### src/rtl/imem_loader.sv
// Streams a length-prefixed, checksummed byte image into instruction memory and
// holds the CPU in reset until a load completes with a matching checksum.
module imem_loader #(
    parameter int ADDR_W = 8
) (
    input  logic              clk,
    input  logic              rst,
    input  logic [7:0]        in_data,
    input  logic              in_valid,
    output logic              in_ready,
    input  logic              reload,
    output logic              imem_we,
    output logic [ADDR_W-1:0] imem_addr,
    output logic [31:0]       imem_wdata,
    output logic              cpu_rst,
    output logic              done,
    output logic              err,
    output logic [2:0]        dbg_state
);

    typedef enum logic [2:0] {
        S_LEN_HI = 3'd0,
        S_LEN_LO = 3'd1,
        S_DATA   = 3'd2,
        S_CSUM   = 3'd3,
        S_DONE   = 3'd4,
        S_ERR    = 3'd5
    } state_t;

    localparam logic [31:0] DEPTH = 32'd1 << ADDR_W;

    state_t            state_q, state_d;
    logic [15:0]       len_q, len_d;
    logic [23:0]       sr_q, sr_d;
    logic [1:0]        bcnt_q, bcnt_d;
    logic [ADDR_W:0]   wcnt_q, wcnt_d;
    logic [7:0]        csum_q, csum_d;
    logic              we_q, we_d;
    logic [ADDR_W-1:0] addr_q, addr_d;
    logic [31:0]       wdata_q, wdata_d;
    logic              cpu_rst_q, cpu_rst_d;
    logic              done_q, done_d;
    logic              err_q, err_d;
    logic [15:0]       len_full;
    logic              accept;

    // Valid/ready: a byte moves on a rising edge where in_valid && in_ready;
    // ready depends only on state (and is forced low while rst is held).
    assign in_ready = !rst && ((state_q == S_LEN_HI) || (state_q == S_LEN_LO) ||
                               (state_q == S_DATA)   || (state_q == S_CSUM));
    assign accept   = in_valid && in_ready;

    always_comb begin
        state_d  = state_q;
        len_d    = len_q;
        sr_d     = sr_q;
        bcnt_d   = bcnt_q;
        wcnt_d   = wcnt_q;
        csum_d   = csum_q;
        we_d     = 1'b0;
        addr_d   = addr_q;
        wdata_d  = wdata_q;
        len_full = {len_q[15:8], in_data};
        case (state_q)
            S_LEN_HI: if (accept) begin
                len_d   = {in_data, 8'd0};
                state_d = S_LEN_LO;
            end
            S_LEN_LO: if (accept) begin
                len_d = len_full;
                if (32'(len_full) > DEPTH)  state_d = S_ERR;
                else if (len_full == 16'd0) state_d = S_CSUM;
                else                        state_d = S_DATA;
            end
            S_DATA: if (accept) begin
                sr_d   = {sr_q[15:0], in_data};
                csum_d = csum_q ^ in_data;
                bcnt_d = bcnt_q + 2'd1;
                if (bcnt_q == 2'd3) begin
                    we_d    = 1'b1;
                    wdata_d = {sr_q, in_data};
                    addr_d  = wcnt_q[ADDR_W-1:0];
                    wcnt_d  = wcnt_q + {{ADDR_W{1'b0}}, 1'b1};
                    if ((32'(wcnt_q) + 32'd1) == 32'(len_q)) state_d = S_CSUM;
                end
            end
            S_CSUM: if (accept) begin
                state_d = (in_data == csum_q) ? S_DONE : S_ERR;
            end
            S_DONE, S_ERR: if (reload) begin
                state_d = S_LEN_HI;
                len_d   = '0;
                sr_d    = '0;
                bcnt_d  = '0;
                wcnt_d  = '0;
                csum_d  = '0;
            end
            default: state_d = S_LEN_HI;
        endcase
        // Status flags are registered from the next state so they settle one
        // edge after the deciding byte and never glitch.
        cpu_rst_d = (state_d != S_DONE);
        done_d    = (state_d == S_DONE);
        err_d     = (state_d == S_ERR);
    end

    always_ff @(posedge clk) begin
        if (rst) begin
            state_q   <= S_LEN_HI;
            len_q     <= '0;
            sr_q      <= '0;
            bcnt_q    <= '0;
            wcnt_q    <= '0;
            csum_q    <= '0;
            we_q      <= 1'b0;
            addr_q    <= '0;
            wdata_q   <= '0;
            cpu_rst_q <= 1'b1;
            done_q    <= 1'b0;
            err_q     <= 1'b0;
        end else begin
            state_q   <= state_d;
            len_q     <= len_d;
            sr_q      <= sr_d;
            bcnt_q    <= bcnt_d;
            wcnt_q    <= wcnt_d;
            csum_q    <= csum_d;
            we_q      <= we_d;
            addr_q    <= addr_d;
            wdata_q   <= wdata_d;
            cpu_rst_q <= cpu_rst_d;
            done_q    <= done_d;
            err_q     <= err_d;
        end
    end

    assign imem_we    = we_q;
    assign imem_addr  = addr_q;
    assign imem_wdata = wdata_q;
    assign cpu_rst    = cpu_rst_q;
    assign done       = done_q;
    assign err        = err_q;
    assign dbg_state  = state_q;

endmodule

### config.mk
export PLATFORM = sky130hd
export DESIGN_NAME = imem_loader
export DESIGN_NICKNAME = d
export VERILOG_FILES = /design/src/rtl/imem_loader.sv
export SDC_FILE = /design/constraint.sdc
export NUM_CORES = 1
export LEC_CHECK = 0
export BUFFER_PORTS_ARGS = -buffer_cell sky130_fd_sc_hd__buf_4
export CAP_MARGIN = 20
export CORE_ASPECT_RATIO = 0.9
export CORE_MARGIN = 5
export CORE_UTILIZATION = 50
export DETAILED_ROUTE_END_ITERATION = 16
export GPL_ROUTABILITY_DRIVEN = 0
export GPL_TIMING_DRIVEN = 0
export PLACE_DENSITY = 0.81
export SLEW_MARGIN = 25
export SYNTH_ARGS = -nofsm -noshare
export SYNTH_HDL_FRONTEND = slang
export SYNTH_SLANG_ARGS = --single-unit
### constraint.sdc
create_clock -name clk -period 1.51 [get_ports clk]
set_input_delay 0.2265 -clock clk [delete_from_list [all_inputs] [get_ports clk]]
set_output_delay 0.2265 -clock clk [all_outputs]
set_load 0.02 [all_outputs]
Word level (Yosys, flattened, before mapping):

Index checks and enable logic that the tools add are counted.
Widths: inputs -> output; s select.

* bits in registers: 106
* bits of input ports: 12
* output and inout port bits: 48
* word-level logic and storage cells: 84

* add/subtract/negate cells: 3
* order comparisons: 1
* equal/unequal tests: 16
* muxes and demuxes: 29
* bitwise gates (word level): 4
* reductions and logical operators: 18

Operators with widths (count)
* $mux 24: 2
* $pmux 16 s3: 1
* $pmux 24 s2: 1
* $mux 16: 2
* $mux 9: 3
* $mux 3: 8
* $mux 8: 3
* $pmux 9 s2: 1
* $eq 10x16->1: 1
* $gt 16x9->1 const B: 1
* $logic_not 16->1: 1
* $pmux 8 s2: 1
* $pmux 3 s5: 1
* $eq 3x3->1 const B: 4
* $reduce_and 4->1: 3
* $add 9x1->10 const B: 1
* $add 9x1->9 const B: 1
* $eq 8x8->1: 1
* $ne 2x2->1 const B: 4
* $xor 8x8->8: 1
* $eq 3x2->1 const B: 2
* $reduce_and 3->1: 2
* $mux 2: 2
* $pmux 2 s2: 1
* 15 further kinds: 23

Depth between registers and ports, before layout:

* depth in word-level cells: 9
* mapped depth: 8
* mapped depth without buffers: 6

Worst setup path after synthesis:

OpenSTA, ideal clock, no wires.

* kind: flip-flop to flip-flop
* start point: reg state_q[2] (netlist: dbg_state[2])
* end point: reg state_q[0] (netlist: dbg_state[0])
* library setup time: 0.131 ns
* arrival time: 1.616 ns
* data required time: 1.379 ns
* slack: -0.237 ns
* cell stages (with the launch flop): 7
* buffers on the path: 1
* clock period less this slack: 1.747 ns
* path through: dfxtp_1 > buf_4 > nor2_1 > nand2_1 > nor4_1 > o22a_1 > o22ai_1

* word-level cells in the longest chain between the ends: 8
* elaborated cells on any way between the ends: 17
* classes of those cells: eq/ne: 5; mux: 5; reduce/logical: 7

RTL lines
* start: declaration: RTL line 32 `state_t state_q, state_d;`
* start signal: assignment: RTL line 122 `state_q <= state_d;`
* $eq 3x1->1 / $logic_not 3->1 (equally long branches): RTL line 49 `assign in_ready = !rst && ((state_q == S_LEN_HI) || (state_q == S_LEN_LO) ||`
* $logic_or 1x1->1 (2 in a row): RTL line 49
* $logic_or 1x1->1 (*): RTL line 50 `(state_q == S_DATA) || (state_q == S_CSUM));`
* $logic_and 1x1->1 (*): RTL line 49
* net in_ready: RTL line 10 `output logic in_ready,`
* $logic_and 1x1->1 (*): RTL line 51 `assign accept = in_valid && in_ready;`
* $mux 3, on equally long branches
* $pmux 3 s5 (*): RTL line 64 `case (state_q)`

Mark *: on every way through the listed nets, which the timed path passes. The rest lies on a longest branch.
A chain may end at the register's enable or synchronous reset.

Final worst setup path:

* start point: reg state_q[2] (netlist: dbg_state[2])
* end point: reg wcnt_q[7]

* word-level cells in the longest chain between the ends: 8
* elaborated cells on any way between the ends: 18
* classes of those cells: eq/ne: 8; mux: 1; reduce/logical: 9

RTL lines
* $eq 3x1->1 / $logic_not 3->1 (equally long branches): RTL line 49
* $logic_or 1x1->1 (2 in a row): RTL line 49
* $logic_or 1x1->1: RTL line 50
* $logic_and 1x1->1: RTL line 49
* $logic_and 1x1->1: RTL line 51
* $ne 2x2->1 (no line)
* $reduce_and 4->1 (no line)
* end signal: assignment: RTL line 126 `wcnt_q <= wcnt_d;`
* end: declaration: RTL line 36 `logic [ADDR_W:0] wcnt_q, wcnt_d;`

Parallel ways exist; a longest one is shown, timed or not.

==> impl_metrics.py <==
metrics = {
    "status": {
        "status": "finished with violations",
        "violations": "negative setup slack",
    },
    "layout": {
        "n_antenna_cell": 0,
        "fin_nets": 655,
        "drive_gt1_share_pct": 28.33,
        "fillers": 753,
        "syn_to_final_growth_pct": 25.18,
    },
    "yosys": {
        "yosysWarnings": 0,
        "synth_edf_count": 0,
        "ys_seq_area_share_pct": 46.12,
        "synthArstFlopShare_pct": 0,
        "synth_cell_types": 56,
        "syn_area_um2": 4601,
        "syn_inst": 570,
        "syn_nets": 584,
        "synth.avg_cell_area_um2": 8.071,
        "ys_ff_latch": 106,
        "yosys_most_used_dff": "dfxtp_1",
    },
    "placement": {
        "preCtsSetupSlack_ns": -0.3142,
        "port_buffers": 51,
        "dpl.hpwl_um": 8373,
    },
    "worst_setup_path": {
        "crit_path_max_incr_delay_ns": 0.39,
        "path_class": "flop to flop",
        "critPathCaptureType": "flop",
        "critPathLaunchType": "flop",
        "critPathArrivalTime_ns": 1.92,
        "crit_fanout": 6,
        "crit_slowest_cell": "or4_1",
        "crit_buf_inv": 1,
        "critPathTopFamily": "simple AND/OR/NAND/NOR gates",
        "crit_chain": "nor4b_4 > nand3_4 > buf_6 > or4_1 > a21oi_1",
        "r2r_setup_slack_ns": -0.08,
        "cp_data_required_time_ns": 1.84,
    },
    "run": {
        "cap_violations": 0,
    },
    "timing": {
        "tightest_slew_ns": 0.6470,
        "hold_viol_final": 0,
        "skew_ns": 0.01487,
        "fin_ws_ns": -0.08151,
        "fin_crit_sh_pct": 105.4,
        "finalCriticalPeriod_ns": 1.592,
        "rsz0062_at_grt": "true",
        "setup_violations": 43,
        "holdWs_ns": 0.1684,
        "slew-limit-headroom_pct": 56.87,
        "drv_slew": 0,
        "max_freq_mhz": 628.3,
    },
    "floorplan": {
        "ios": 60,
        "initial_utilization_pct": 50.88,
        "dieHeight_um": 101,
        "core_um2": 9042,
        "die_w_um": 111.1,
        "num_rows": 33,
        "die_area_um2": 11220,
    },
    "drt": {
        "drt_iter0_drc": 330,
        "drc_errors": 0,
        "dr.pass1.iters": 5,
        "wire_per_inst_um": 16.38,
        "ant_nets": 0,
        "avgViaCountPerCell": 5.656,
        "num_vias": 4344,
        "drt-total-wl_um": 12580,
    },
    "grt": {
        "overflow": 0,
        "grt_pass1_wl_um": 20160,
        "grt_max_degree": 19,
        "antenna_found_initial": 0,
        "grt_use_total_pct": 21.99,
        "grt_pass1_vias": 4296,
    },
    "cts": {
        "root_buffer": "clkbuf_8",
        "ctsHoldBuffers": 0,
        "htree_levels": 3,
        "cts.sinks": 106,
        "cts_buffers": 9,
        "clkSlewWorstSetupHoldPaths_ns": 0.11,
        "cts_tree": "yes",
        "cts_buffer_depth": 2,
        "clk_latency_ns": 0.39,
    },
    "power_and_ir_drop": {
        "peakVddDrop_v": 0.0007269,
        "leakagePower_nw": 2.009,
        "power_density_nw_per_um2": 862.3,
    },
    "min_path": {
        "hp-class": "input port to flop",
    },
}
## cells by family (layout without fill, tap and decap cells)
| logic type | Yosys count | after routing | share of synthesized area (%) |
|---|---|---|---|
| buf+inv | 47 | 123 | 4.950 |
| xor+xnor | 21 | 21 | 3.998 |
| fa+ha+maj | 2 | 2 | 0.5438 |
| mux | 1 | 1 | 0.2447 |
| flops | 106 | 106 | 46.12 |
| simple gates | 255 | 255 | 27.58 |
| compound gates | 138 | 138 | 16.56 |
## routing by layer
| layer | GRT usage [%] | share of wire [%] | up-vias |
|---|---|---|---|
| li1 | - | - | 2087 |
| met1 | 27.60 | 41 | 2015 |
| met2 | 36.99 | 47 | 211 |
| met3 | 5.582 | 9.0 | 31 |
| met4 | 8.045 | 2.4 | 0 |
| met5 | 0 | 0 | - |
## power breakdown
| part | internal (mW) | switching [mW] | total, mW |
|---|---|---|---|
| clock | 0.614 | 1.05 | 1.67 |
| sequential | 2.81 | 0.0324 | 2.85 |
| combinational | 0.165 | 0.286 | 0.451 |
| total | 3.59 | 1.37 | 4.97 |
## synthesized netlist by cell type (all sizes together), types with 3 or more instances
library cell	instances	share of area (%)
nand2	142	12
dfxtp	106	46
a21oi	105	12
nand3	47	5.2
clkbuf	23	2.0
buf	22	2.8
o21ai	18	2.0
xnor2	17	3.2
nor2	13	1.2
or2	10	1.4
nor3	8	0.87
nor4	6	1.8
and2	5	0.68
a21o	4	0.65
nand4	4	0.54
xor2	4	0.76
nand4b	3	0.57
nor4b	3	0.90
or3	3	0.41
## worst min-delay path, cell delays in order
cell     delay, ns
buf_2         0.16
nand2_1       0.07
a21oi_1       0.05
## registers in the layout, indices dropped and copies added (netlist names)
register,flops
bcnt_q,2
cpu_rst,1
csum_q,8
dbg_state,3
done,1
err,1
imem_addr,8
imem_wdata,32
imem_we,1
len_q,16
sr_q,24
wcnt_q,9
## worst paths after layout
path              depth (start not counted)                        start                           to
setup / recovery                          5      dbg_state[2]$_SDFF_PP0_       wcnt_q[7]$_SDFFE_PP0P_
hold / removal                            3                   in_data[0]   imem_wdata[0]$_SDFFE_PP0P_
setup reg to reg                          5      dbg_state[2]$_SDFF_PP0_       wcnt_q[7]$_SDFFE_PP0P_
hold reg to reg                           2  imem_wdata[16]$_SDFFE_PP0P_  imem_wdata[16]$_SDFFE_PP0P_
## area by class of cell
cell class	instances	area [um2]	area share, %
clock inverter	7	53.80	0.9342
buffer	43	277.8	4.823
multi-input combinational	417	2479	43.04
tap	122	152.6	2.650
clock buffer	9	123.9	2.151
timing repair buffer	62	515.5	8.951
inverter	2	10.01	0.1738
sequential	106	2147	37.28
## what timing repair did
item	4_1_cts	5_1_grt
resized for setup	59	30
pin swaps	23	13
gates cloned	1	1
setup endpoints to repair	91	100
setup buffers	5	4
## through the flow
step	total power, mW	cell area (um2)	utilization [%]	TNS [ns]	instances
final	4.966	5759	63.69	-1.472	768
after CTS	4.906	5589	61.81	-0.5026	763
after floorplan	3.171	4623	-	-0.05944	570
after global placement	3.267	5159	57.05	-9.942	743
after detailed placement	3.277	5159	57.05	-12.54	743
after global routing	5.143	5759	63.69	-7.425	768
## cells in the final DEF, fill, tap and decap left out, types with 3 or more instances in the layout
cell      count
dfxtp_1      98
nand3_2       7
a21oi_2      11
nand2_2       4
clkbuf_2      6
o21ai_2       5
and2_1        3
o21ai_1       9
nand4b_1      3
nor4_4        4
nand2_1     138
nor3_1        5
a21oi_1      92
a21o_1        4
clkbuf_1     11
dfxtp_4       6
xor2_1        4
clkbuf_4      5
buf_2         7
o21ai_0       4
nor2_1        9
xnor2_1      16
buf_6         8
clkbuf_8      9
nand3_1      39
nand4_1       4
buf_4        63
or2_2         6
Note: power is estimated with default switching activity, not from simulation.
